## src/rtl/phy_defs.sv

```systemverilog
// Shared PHY definitions: symbol defaults, frame geometry and link state encoding
// used by both the PHY transmitter and the PHY receiver.
package phy_defs;

  localparam int unsigned FRAME_W = 32;
  localparam int unsigned CNT_W   = 5;
  localparam int unsigned BYTE_W  = 8;

  localparam logic [BYTE_W-1:0] COM_DEFAULT  = 8'hBC;
  localparam logic [BYTE_W-1:0] IDLE_DEFAULT = 8'h7C;

  typedef enum logic {
    ST_SYNC   = 1'b0,
    ST_ACTIVE = 1'b1
  } phy_state_t;

  // Substitute the idle symbol on lanes that carry no valid data.
  function automatic logic [BYTE_W-1:0] lane_byte(
    input logic              valid,
    input logic [BYTE_W-1:0] data,
    input logic [BYTE_W-1:0] idle
  );
    return valid ? data : idle;
  endfunction

endpackage

```

## src/rtl/tx_frame_shifter.sv

```systemverilog
// 32-bit loadable shift register with free-running bit counter; strobes the
// cycle before each frame boundary so the parent can present the next frame.
module tx_frame_shifter
  import phy_defs::*;
#(
  parameter logic [FRAME_W-1:0] RESET_WORD = '1
) (
  input  logic               i_clk,
  input  logic               i_rst_n,
  input  logic [FRAME_W-1:0] i_load_word,
  output logic               o_bit,
  output logic               o_boundary
);

  logic [CNT_W-1:0]   r_cnt;
  logic [FRAME_W-1:0] r_sr;
  logic               w_last_bit;

  assign w_last_bit = (r_cnt == '1);

  always_ff @(posedge i_clk or negedge i_rst_n) begin
    if (!i_rst_n) begin
      r_cnt <= '0;
      r_sr  <= RESET_WORD;
    end else begin
      r_cnt <= r_cnt + 1'b1;
      if (w_last_bit) begin
        r_sr <= i_load_word;
      end else begin
        r_sr <= {r_sr[FRAME_W-2:0], 1'b0};
      end
    end
  end

  assign o_bit      = r_sr[FRAME_W-1];
  assign o_boundary = w_last_bit;

endmodule

```

## src/rtl/phy_tx.sv

```systemverilog
// PHY transmitter: sends SYNC_FRAMES comma frames after reset, then serializes
// four byte lanes (lane0 first, MSB first) with idle fill for invalid lanes.
module phy_tx
  import phy_defs::*;
#(
  parameter int unsigned SYNC_FRAMES = 2,
  parameter logic [7:0]  COM         = COM_DEFAULT,
  parameter logic [7:0]  IDLE        = IDLE_DEFAULT
) (
  input  logic       clk32f,
  input  logic       reset,
  input  logic [7:0] in0,
  input  logic [7:0] in1,
  input  logic [7:0] in2,
  input  logic [7:0] in3,
  input  logic [3:0] valid_in,
  input  logic       tx_en,
  output logic       out,
  output logic       load_ack,
  output logic       active
);

  localparam logic [CNT_W-1:0]   SYNC_LIM = CNT_W'(SYNC_FRAMES);
  localparam logic [FRAME_W-1:0] COM_WORD = {4{COM}};
  localparam logic [FRAME_W-1:0] IDL_WORD = {4{IDLE}};

  phy_state_t         r_state;
  phy_state_t         w_state_nxt;
  logic [CNT_W-1:0]   r_sync_cnt;
  logic [CNT_W-1:0]   w_sync_cnt_nxt;
  logic               r_load_ack;
  logic               w_load_ack_nxt;
  logic [FRAME_W-1:0] w_frame;
  logic               w_boundary;
  logic               w_bit;

  tx_frame_shifter #(
    .RESET_WORD (COM_WORD)
  ) u_shifter (
    .i_clk       (clk32f),
    .i_rst_n     (reset),
    .i_load_word (w_frame),
    .o_bit       (w_bit),
    .o_boundary  (w_boundary)
  );

  always_ff @(posedge clk32f or negedge reset) begin
    if (!reset) begin
      r_state    <= ST_SYNC;
      r_sync_cnt <= CNT_W'(1);
      r_load_ack <= 1'b0;
    end else begin
      r_state    <= w_state_nxt;
      r_sync_cnt <= w_sync_cnt_nxt;
      r_load_ack <= w_load_ack_nxt;
    end
  end

  // The frame loaded at the SYNC->ACTIVE boundary is built from the next state,
  // so the first data capture coincides with the state change.
  always_comb begin
    w_state_nxt    = r_state;
    w_sync_cnt_nxt = r_sync_cnt;
    w_load_ack_nxt = 1'b0;
    w_frame        = COM_WORD;
    if (w_boundary) begin
      case (r_state)
        ST_SYNC: begin
          if (r_sync_cnt >= SYNC_LIM) begin
            w_state_nxt = ST_ACTIVE;
          end else begin
            w_sync_cnt_nxt = r_sync_cnt + 1'b1;
          end
        end
        default: w_state_nxt = ST_ACTIVE;
      endcase
      if (w_state_nxt == ST_ACTIVE) begin
        if (tx_en) begin
          w_frame = {lane_byte(valid_in[0], in0, IDLE),
                     lane_byte(valid_in[1], in1, IDLE),
                     lane_byte(valid_in[2], in2, IDLE),
                     lane_byte(valid_in[3], in3, IDLE)};
          w_load_ack_nxt = 1'b1;
        end else begin
          w_frame = IDL_WORD;
        end
      end
    end
  end

  assign out      = w_bit;
  assign load_ack = r_load_ack;
  assign active   = (r_state == ST_ACTIVE);

endmodule
```

## config.mk

```make
export PLATFORM = sky130hd
export DESIGN_NAME = phy_tx
export DESIGN_NICKNAME = d
export VERILOG_FILES = /design/src/rtl/phy_defs.sv /design/src/rtl/tx_frame_shifter.sv /design/src/rtl/phy_tx.sv
export SDC_FILE = /design/constraint.sdc
export NUM_CORES = 1
export LEC_CHECK = 0
export ABC_AREA = 1
export CORE_MARGIN = 2
export CORE_UTILIZATION = 58
export CTS_BUF_LIST = sky130_fd_sc_hd__clkbuf_4 sky130_fd_sc_hd__clkbuf_8
export CTS_CLUSTER_DIAMETER = 40
export DETAILED_ROUTE_END_ITERATION = 10
export GPL_ROUTABILITY_DRIVEN = 0
export PLACE_DENSITY = 0.87
export SLEW_MARGIN = 30
export SYNTH_ARGS = -nofsm -noshare
export SYNTH_HDL_FRONTEND = slang
export SYNTH_HIERARCHICAL = 1
export SYNTH_SLANG_ARGS = --single-unit
export TNS_END_PERCENT = 30
```

## constraint.sdc

```tcl
create_clock -name clk32f -period 2.7 [get_ports clk32f]
set_clock_uncertainty 0.05 [all_clocks]
set_input_delay 0.675 -clock clk32f [delete_from_list [all_inputs] [get_ports clk32f]]
set_output_delay 0.675 -clock clk32f [all_outputs]
set_load 0.01 [all_outputs]
```

==> run summary, run 1 <==
Yosys warnings: 6
Drt pass-1 iters: 4
Crit path cell chain: clkdlybuf4s50_1
Critical path's slowest cell: dfstp_2
Vias in the first global route: 1601
DR vias: 1666
Drt total wl: 3952 um
Slew margin rel.: 64.37%
Post-Synthesis Cells: 261
Final number of hold-violating endpoints: 0
Setup CP Type: reg2out
Number of flops mapped to enable cells by yosys: 0
Internal power: 1.093 mW
Switching pwr: 0.2565 mW
Sw Ratio: 19.01%
CTS tree: built
# port buffers: 41
H-Tree Level Count: 2
Worst Path Buf+Inv: 1
Mean Syn Cell Area: 8.845 sq um
ANT nets after route: 0
Fin crit share: 76.32%
Number of distinct library cells after synthesis: 21
Share of cells above drive strength 1: 30.00%
Most frequent cell after synthesis: nand2_1
Die Y-Extent: 67.09 um
Net Count, Synth: 304
Setup Viol. Count Final: 0
Worst endpoint data arrival time: 1.34 ns
Largest net degree at the start of global routing: 69
I/O pin cnt: 42
Area grow syn2layout: 21.57%
Area after DPL: 2668 sq um
Critical path launch point type: flop
Max-cap violation count: 0
1st-iter DRT viols: 65
Delay-heaviest family, CP: flip-flops
Post-synth top cells: nand2_1 (54), inv_1 (45), nor2_1 (35)
Synth Cell Area: 2308 sq um
Die area: 4501 sq um
Global-route wire length before repair: 6817 um
Clock share of power: 44.5%
Post_cts resized: 0
Initial Util: 61.66%
Finished Core Util: 74.97%
DPL Wire Length: 2772 um
Sequential-to-total area share from yosys stat: 48.83%
Worst slew pin tran: 0.5336 ns
Post-CTS setup buffers: 0
Top cells by area, synth: dfrtp_1 (25%), dfstp_2 (24%), o21ai_2 (11%), nand2_1 (8.8%), inv_1 (7.3%)
Horiz. Die Dim: 67.09 um
Root Buffer: clkbuf_8
Nets: 342
# hold bufs at CTS: 0
CP peak stage delay: 0.52 ns
Overflow after GRT: 0
Final Critical Period: 2.061 ns
Req. time, crit path: 1.98 ns
RSZ-0062 raised after global routing: false
Antenna violations before repair: 0
Power share of the combinational group: 6.5%
All-Layer GR Usage: 20.73%
Post-route cell area: 2806 sq um
Register bit total from synthesis: 44
Max Fclk: 485.3 MHz
Share of the synthesized area in the top cell type: 24.93%
Post-synth top area cell: dfrtp_1
Setup TNS: 0 ns
Avg Vias per Cell: 4.787
Clk slew on worst S/H paths: 0.08 ns
Per-cell routed wire length: 11.36 um
CTS max path bufs: 2
Crit-path max FO: 1
Clk_lat worst skew: 0.30 ns
Status: completed
Row count: 22
Final Total Pwr: 1.349 mW
Drc violations: 0
Ant diodes: 0
Pins Over Slew Limit: 0
Clock sink total: 44
Static Leak: 1.288 nW
Core area: 3744 sq um
VDD IR max: 0.3502 mV
PwrDens: 480.8 nW/um^2
Reg power frac: 48.9%
CP endpoint kind: output port
Post-synth ARST share: 100.0%
Ys flop type: dfrtp_1
TritonCTS Buffers: 5
Hold slack: 0.2747 ns
Min-Delay Path Class: in2async
-- stage by stage --
step	cells	setup WS, ns
4_1_cts	348	0.6297
5_1_grt	348	0.5390
3_5_place_dp	340	0.7191
3_3_place_gp	340	0.7449
6_report	348	0.6393
2_1_floorplan	261	1.128
-- final cells by class --
class	instances	area, sq um
Clock buffer	6	76.32
Clock inverter	2	60.06
Fill cell	289	937.1
Inverter	46	172.7
Multi-Input combinational cell	159	874.6
Sequential cell	44	1127
Tap cell	48	60.06
Timing Repair Buffer	43	435.4
-- path summary, 6_finish.rpt --
kind	slack [ns]	depth (start not counted)	startpoint	end
max in group asynchronous	1.79	2	reset	u_shifter/r_sr[27]$_DFF_PN1_
min in group clk32f	0.35	0	r_sync_cnt[4]$_DFFE_PN0P_	r_sync_cnt[4]$_DFFE_PN0P_
hold / removal	0.27	1	reset	u_shifter/r_sr[25]$_DFF_PN0_
hold reg to reg	0.35	0	r_sync_cnt[4]$_DFFE_PN0P_	r_sync_cnt[4]$_DFFE_PN0P_
setup reg to reg	0.73	9	u_shifter/r_cnt[0]$_DFF_PN0_	u_shifter/r_sr[31]$_DFF_PN1_
setup / recovery	0.64	1	u_shifter/r_sr[31]$_DFF_PN1_	out
-- layout by cell type, fill, tap and decap left out, types with 2 or more instances in the layout --
master / n
nand2_1: 54
inv_1: 45
clkdlybuf4s50_1: 40
nor2_1: 35
o21ai_2: 29
dfrtp_1: 23
nand2_2: 22
dfstp_2: 21
clkbuf_8: 5
nand3_1: 4
nor2_2: 3
o21ai_0: 3
ha_1: 3
nand4_1: 2
bufinv_16: 2
buf_4: 2
-- metal layers --
layer  GRT usage [%]  vias up  wire, um
met5               0        -         0
met4           9.184        0        75
met1           24.29      757      1742
met2           36.26       39      1900
met3           4.223       10       234
li1                -      860         -
-- flip-flops by register name, indices dropped and copies added, names as in the netlist --
name and count:
u_shifter/r_cnt 5, u_shifter/r_sr 32, r_sync_cnt 5, load_ack 1, active 1
-- cell families (layout without fill, tap and decap cells) --
kind of cell,count (synthesis),count (layout),synth area share [%]
AOI/OAI and AO/OA,32,32,11.65
xor gates and xnor gates,1,1,0.3795
adders and majority gates,4,4,2.168
buffers and inverters,58,97,13.39
DFF,44,44,48.83
and+or+nand+nor,122,122,23.58
-- power by group through the flow --
stage | registers [mW] | logic, mW | clock network [mW]
2_1_floorplan | 0.672 | 0.0160 | 0
3_3_place_gp | 0.672 | 0.0886 | 0
3_5_place_dp | 0.672 | 0.0891 | 0
4_1_cts | 0.660 | 0.0898 | 0.612
5_1_grt | 0.660 | 0.0973 | 0.637
6_report | 0.660 | 0.0882 | 0.601
No activity file was read; power rests on OpenSTA's default activity.
==> run 2: changes to the inputs <==
--- a/config.mk
+++ b/config.mk
@@ -7,12 +7,12 @@
 export LEC_CHECK = 0
 export ABC_AREA = 1
 export CORE_MARGIN = 2
-export CORE_UTILIZATION = 58
+export CORE_UTILIZATION = 49
 export CTS_BUF_LIST = sky130_fd_sc_hd__clkbuf_4 sky130_fd_sc_hd__clkbuf_8
 export CTS_CLUSTER_DIAMETER = 40
 export DETAILED_ROUTE_END_ITERATION = 10
 export GPL_ROUTABILITY_DRIVEN = 0
-export PLACE_DENSITY = 0.87
+export PLACE_DENSITY = 0.78
 export SLEW_MARGIN = 30
 export SYNTH_ARGS = -nofsm -noshare
 export SYNTH_HDL_FRONTEND = slang
==> constraint.sdc (replaced) <==
create_clock -name clk32f -period 1.8 [get_ports clk32f]
set_clock_uncertainty 0.05 [all_clocks]
set_input_delay 0.45 -clock clk32f [delete_from_list [all_inputs] [get_ports clk32f]]
set_output_delay 0.45 -clock clk32f [all_outputs]
set_load 0.01 [all_outputs]
==> run summary, run 2 (same netlist as run 1, synthesis figures left out) <==
Worst r2r path cells: 9 (unchanged)
Area after DPL: 2715 sq um (+1.8%)
Crit path cell chain: clkdlybuf4s50_1
Final Total Pwr: 1.878 mW (+39%)
Max Fclk: 578.0 MHz
CP peak stage delay: 0.55 ns (+0.03 ns)
Worst endpoint data arrival time: 1.23 ns (-0.11 ns)
Worst Hold Launch: r_sync_cnt[4]$_DFFE_PN0P_
Placed Instances: 348 (+2.4%)
H-Tree Level Count: 2 (unchanged)
Req. time, crit path: 1.30 ns (-0.68 ns)
Drt total wl: 4098 um (+3.7%)
Largest Register: u_shifter/r_sr
Area grow syn2layout: 23.69%
Reg-to-reg startpoint: r_sync_cnt[0]$_DFFE_PN1P_
Setup Viol. Count Final: 0 (unchanged)
Vias in the first global route: 1680 (+4.9%)
RSZ-0062 raised after global routing: true
Setup CP Type: reg2out
ANT nets after route: 0 (unchanged)
1st-iter DRT viols: 123 (+89%)
Critical path's slowest cell: clkdlybuf4s50_1
Final number of hold-violating endpoints: 0 (unchanged)
Critical path launch point type: flop
CP Depth: 1 (unchanged)
Largest net degree at the start of global routing: 69 (unchanged)
Overflow after GRT: 0 (unchanged)
Commonest non-fill, non-tap cell in the layout: nand2_1
Final Critical Period: 1.730 ns
Clk_lat worst skew: 0.30 ns (about the same)
VDD IR max: 0.5166 mV (+47%)
Core area: 4444 sq um (+19%)
Clk slew on worst S/H paths: 0.08 ns (about the same)
Horiz. Die Dim: 72.64 um (+8.3%)
Finished Core Util: 64.25% (-11 points)
Drc violations: 0 (unchanged)
Slew margin rel.: 79.03% (+15 points)
Global-route wire length before repair: 7203 um (+5.7%)
Initial Util: 51.94% (-9.7 points)
Delay-heaviest family, CP: buffers and inverters
Die Y-Extent: 72.64 um (+8.3%)
Worst slack at placement: -0.1055 ns (-0.8246 ns)
TritonCTS Buffers: 5 (unchanged)
Max FFs per register: 32 (unchanged)
I/O pin cnt: 42 (unchanged)
Most frequent cells in the layout: nand2_1 (54), inv_1 (45), clkdlybuf4s50_1 (39), nor2_1 (35), o21ai_2 (29)
All-Layer GR Usage: 18.15% (-2.6 points)
Crit-path max FO: 3 (+2)
CP endpoint kind: output port
Per-cell routed wire length: 11.45 um (+0.80%)
Row count: 24 (+9.1%)
Worst reg2reg endpoint: u_shifter/r_sr[22]$_DFF_PN0_
Slack of the critical path: 0.06998 ns (-0.5693 ns)
Setup slack, reg-to-reg: 0.11 ns (-0.62 ns)
DPL Wire Length: 2882 um (+4.0%)
Hold Path Stages: 0
Registers with the most flip-flops: u_shifter/r_sr x32, r_sync_cnt x5, u_shifter/r_cnt x5
Die area: 5276 sq um (+17%)
Pins Over Slew Limit: 0 (unchanged)
DR vias: 1688 (+1.3%)
Nets: 348 (+1.8%)
Max-cap violation count: 0 (unchanged)
# fillers: 402 (+39%)
Finished Layout Cells: 358 (+2.9%)
Static Leak: 1.309 nW (+1.6%)
Share of cells above drive strength 1: 31.05% (+1.0 points)
Status: completed
Worst Path Buf+Inv: 1 (unchanged)
Fin crit share: 96.11%
Setup TNS: 0 ns (unchanged)
Avg Vias per Cell: 4.715 (-1.5%)
Root Buffer: clkbuf_8
Post-route cell area: 2855 sq um (+1.7%)
Min-Delay Path Class: reg2reg
Worst slew pin tran: 0.3146 ns (-0.2190 ns)
Ant diodes: 0 (unchanged)
CTS tree: built
Drt pass-1 iters: 4 (unchanged)
Hold slack: 0.3491 ns (+0.07444 ns)
Clock sink total: 44 (unchanged)
CTS max path bufs: 2 (unchanged)
Antenna violations before repair: 0 (unchanged)
# port buffers: 41 (unchanged)
PwrDens: 657.8 nW/um^2 (+37%)
Hold endpoint: r_sync_cnt[4]$_DFFE_PN0P_
[run 2: cell count changes in the layout (fill, tap and decap cells not counted), sizes merged]
cell and delta:
buf +5, bufinv -1, clkbuf -1, clkdlybuf4s50 -1, clkinv +1, clkinvlp +1, dlygate4sd2 +1, dlygate4sd3 +1
[run 2: final cells by class]
type | count | area (sq um) | area share [%]
sequential | 44 | 1127 | 39.48
multi-input combinational | 159 | 874.6 | 30.63
timing repair buffer | 49 | 499.2 | 17.48
inverter | 46 | 177.7 | 6.223
clock buffer | 5 | 68.82 | 2.410
tap | 52 | 65.06 | 2.279
clock inverter | 3 | 42.54 | 1.490
[run 2: power breakdown]
| part | internal [mW] | switching (mW) | total (mW) |
|---|---|---|---|
| combinational | 0.0845 | 0.0549 | 0.139 |
| clock | 0.410 | 0.338 | 0.749 |
| sequential | 0.990 | 0 | 0.990 |
[run 2: worst max path at each step]
stage                                               to                    startpoint  slack [ns]
after floorplan            u_shifter/r_sr[2]$_DFF_PN1_  u_shifter/r_cnt[0]$_DFF_PN0_        0.23
after global placement    u_shifter/r_sr[24]$_DFF_PN0_                         tx_en       -0.12
after detailed placement  u_shifter/r_sr[24]$_DFF_PN0_                         tx_en       -0.11
after CTS                                       active            active$_DFFE_PN0P_        0.05
after global routing         r_sync_cnt[0]$_DFFE_PN1P_  u_shifter/r_cnt[1]$_DFF_PN0_       -0.06
final                                           active            active$_DFFE_PN0P_        0.07
[run 2: what timing repair did]
item                                    CTS  global route
endpoints found under the hold margin     5             0
gates resized for setup                   2             2
pin swaps                                 0             1
hold buffers                              1             0
endpoints found under the setup margin    3             8
buffers inserted                          0             1
[run 2: metal layers]
metal,part of all wire (%),vias to the layer above,track usage (%),routed length (um)
li1,-,873,-,-
met1,47,774,22.97,1937
met2,47,37,29.09,1925
met3,5.1,4,5.939,211
met4,0.59,0,6.790,24
met5,0,-,0,0
==> run 3: changes to the inputs <==
--- a/config.mk
+++ b/config.mk
@@ -13,6 +13,8 @@
 export DETAILED_ROUTE_END_ITERATION = 10
 export GPL_ROUTABILITY_DRIVEN = 0
 export PLACE_DENSITY = 0.78
+export SKIP_CTS_REPAIR_TIMING = 1
+export SKIP_LAST_GASP = 1
 export SLEW_MARGIN = 30
 export SYNTH_ARGS = -nofsm -noshare
 export SYNTH_HDL_FRONTEND = slang
==> run summary, run 3 (same netlist as run 1, synthesis figures left out) <==
Fin crit share: 96.22% (+0.11 points)
DPL Wire Length: 2882 um (unchanged)
Clk slew on worst S/H paths: 0.08 ns (about the same)
Slew margin rel.: 76.94% (-2.1 points)
VDD IR max: 0.5165 mV (about the same)
Clk_lat worst skew: 0.30 ns (about the same)
DR vias: 1704 (+0.95%)
CTS tree: built
Crit path from: active$_DFFE_PN0P_
Root Buffer: clkbuf_8
Pins Over Slew Limit: 0 (unchanged)
Worst reg2reg endpoint: u_shifter/r_sr[22]$_DFF_PN0_
PwrDens: 660.9 nW/um^2 (+0.47%)
ANT nets after route: 0 (unchanged)
Share of cells above drive strength 1: 30.82% (-0.23 points)
Most frequent cells in the layout: nand2_1 (54), inv_1 (45), clkdlybuf4s50_1 (39), nor2_1 (35), o21ai_2 (29)
Reg-to-reg startpoint: r_sync_cnt[0]$_DFFE_PN1P_
Sw Ratio: 20.98% (+0.052 points)
Avg Vias per Cell: 4.773 (+1.2%)
Setup CP Type: reg2out
Max Fclk: 577.4 MHz (-0.11%)
Internal power: 1.485 mW (about the same)
Per-cell routed wire length: 11.44 um (about the same)
Initial Util: 51.94% (unchanged)
All-Layer GR Usage: 18.15% (unchanged)
TritonCTS Buffers: 5 (unchanged)
Critical path launch point type: flop
Area grow syn2layout: 23.20%
Setup slack, reg-to-reg: 0.09 ns (-0.02 ns)
Worst endpoint data arrival time: 1.23 ns (about the same)
# fillers: 404 (+0.50%)
Worst slew pin tran: 0.3459 ns (+0.03133 ns)
Drt total wl: 4084 um (-0.34%)
Clock sink total: 44 (unchanged)
Crit-path max FO: 3 (unchanged)
Min-Delay Path Class: reg2reg
Reg power frac: 52.7% (about the same)
Req. time, crit path: 1.30 ns (about the same)
Delay-heaviest family, CP: buffers and inverters
Drt pass-1 iters: 4 (unchanged)
# port buffers: 41 (unchanged)
Hold slack: 0.3493 ns (+0.0001650 ns)
Status: completed
Commonest non-fill, non-tap cell in the layout: nand2_1
Slack of the critical path: 0.06808 ns (-0.001895 ns)
RSZ-0062 raised after global routing: true
H-Tree Level Count: 2 (unchanged)
Register area: 1127 sq um (unchanged)
Worst r2r path cells: 9 (unchanged)
Row count: 24 (unchanged)
Final Critical Period: 1.732 ns (+0.001894 ns)
1st-iter DRT viols: 126 (+2.4%)
Setup Viol. Count Final: 0 (unchanged)
CP endpoint kind: output port
Max-cap violation count: 0 (unchanged)
Ant diodes: 0 (unchanged)
Worst slack at placement: -0.1055 ns (unchanged)
CP peak stage delay: 0.55 ns (about the same)
Antenna violations before repair: 0 (unchanged)
Switching pwr: 0.3944 mW (+0.32%)
Global-route wire length before repair: 7203 um (unchanged)
Largest net degree at the start of global routing: 69 (unchanged)
Power share of the combinational group: 7.4% (about the same)
Static Leak: 1.315 nW (+0.50%)
Worst Path Buf+Inv: 1 (unchanged)
Overflow after GRT: 0 (unchanged)
CTS max path bufs: 2 (unchanged)
Critical path's slowest cell: clkdlybuf4s50_1
Multi-input combinational cell area: 874.6 sq um (unchanged)
Drc violations: 0 (unchanged)
Registers with the most flip-flops: u_shifter/r_sr x32, r_sync_cnt x5, u_shifter/r_cnt x5
Hold Path Stages: 0 (unchanged)
Vias in the first global route: 1680 (unchanged)
Crit path cell chain: clkdlybuf4s50_1
Max FFs per register: 32 (unchanged)
Horiz. Die Dim: 72.64 um (unchanged)
Hold endpoint: r_sync_cnt[4]$_DFFE_PN0P_
I/O pin cnt: 42 (unchanged)
Nets: 347 (-0.29%)
Worst Hold Launch: r_sync_cnt[4]$_DFFE_PN0P_
Die area: 5276 sq um (unchanged)
Clock share of power: 39.9% (about the same)
Die Y-Extent: 72.64 um (unchanged)
Final number of hold-violating endpoints: 0 (unchanged)
Core area: 4444 sq um (unchanged)
Largest Register: u_shifter/r_sr
## run 3: layout make-up
| cell class | count | share of cell area (%) |
|---|---|---|
| inverter | 46 | 6.247 |
| sequential | 44 | 39.64 |
| clock buffer | 5 | 2.420 |
| multi-input combinational | 159 | 30.75 |
| clock inverter | 3 | 1.496 |
| tap | 52 | 2.288 |
| timing repair buffer | 48 | 17.16 |
## run 3: routing by layer
metal / wire (um) / share of wire (%) / GRT usage (%)
met2: 1893 / 46 / 29.09
met3: 233 / 5.7 / 5.939
met5: 0 / 0 / 0
met1: 1907 / 47 / 22.97
met4: 49 / 1.2 / 6.790
## run 3: power groups by stage
stage / Clock (mW) / Combinational, mW / Sequential, mW
finish: 0.750 / 0.139 / 0.990
global route: 0.816 / 0.155 / 0.990
CTS: 0.771 / 0.141 / 0.990
detailed placement: 0 / 0.140 / 1.01
global placement: 0 / 0.139 / 1.01
floorplan: 0 / 0.0241 / 1.01
## run 3: stage by stage
stage / instances / setup TNS (ns) / total power [mW] / instance area [sq um] / utilization, %
2_1_floorplan: 261 / 0 / 1.032 / 2308 / -
3_3_place_gp: 348 / -1.293 / 1.147 / 2715 / 61.09
3_5_place_dp: 348 / -1.129 / 1.148 / 2715 / 61.09
4_1_cts: 356 / -0.08338 / 1.902 / 2826 / 63.60
5_1_grt: 357 / -0.2196 / 1.961 / 2844 / 63.99
6_report: 357 / 0 / 1.879 / 2844 / 63.99
## run 3: worst max path at each step
stage,endpoint,slack (ns),cells past startpoint
2_1_floorplan,u_shifter/r_sr[2]$_DFF_PN1_,0.23,10
3_3_place_gp,u_shifter/r_sr[24]$_DFF_PN0_,-0.12,7
3_5_place_dp,u_shifter/r_sr[24]$_DFF_PN0_,-0.11,7
4_1_cts,out,-0.05,1
5_1_grt,r_sync_cnt[0]$_DFFE_PN1P_,-0.06,8
6_report,active,0.07,1
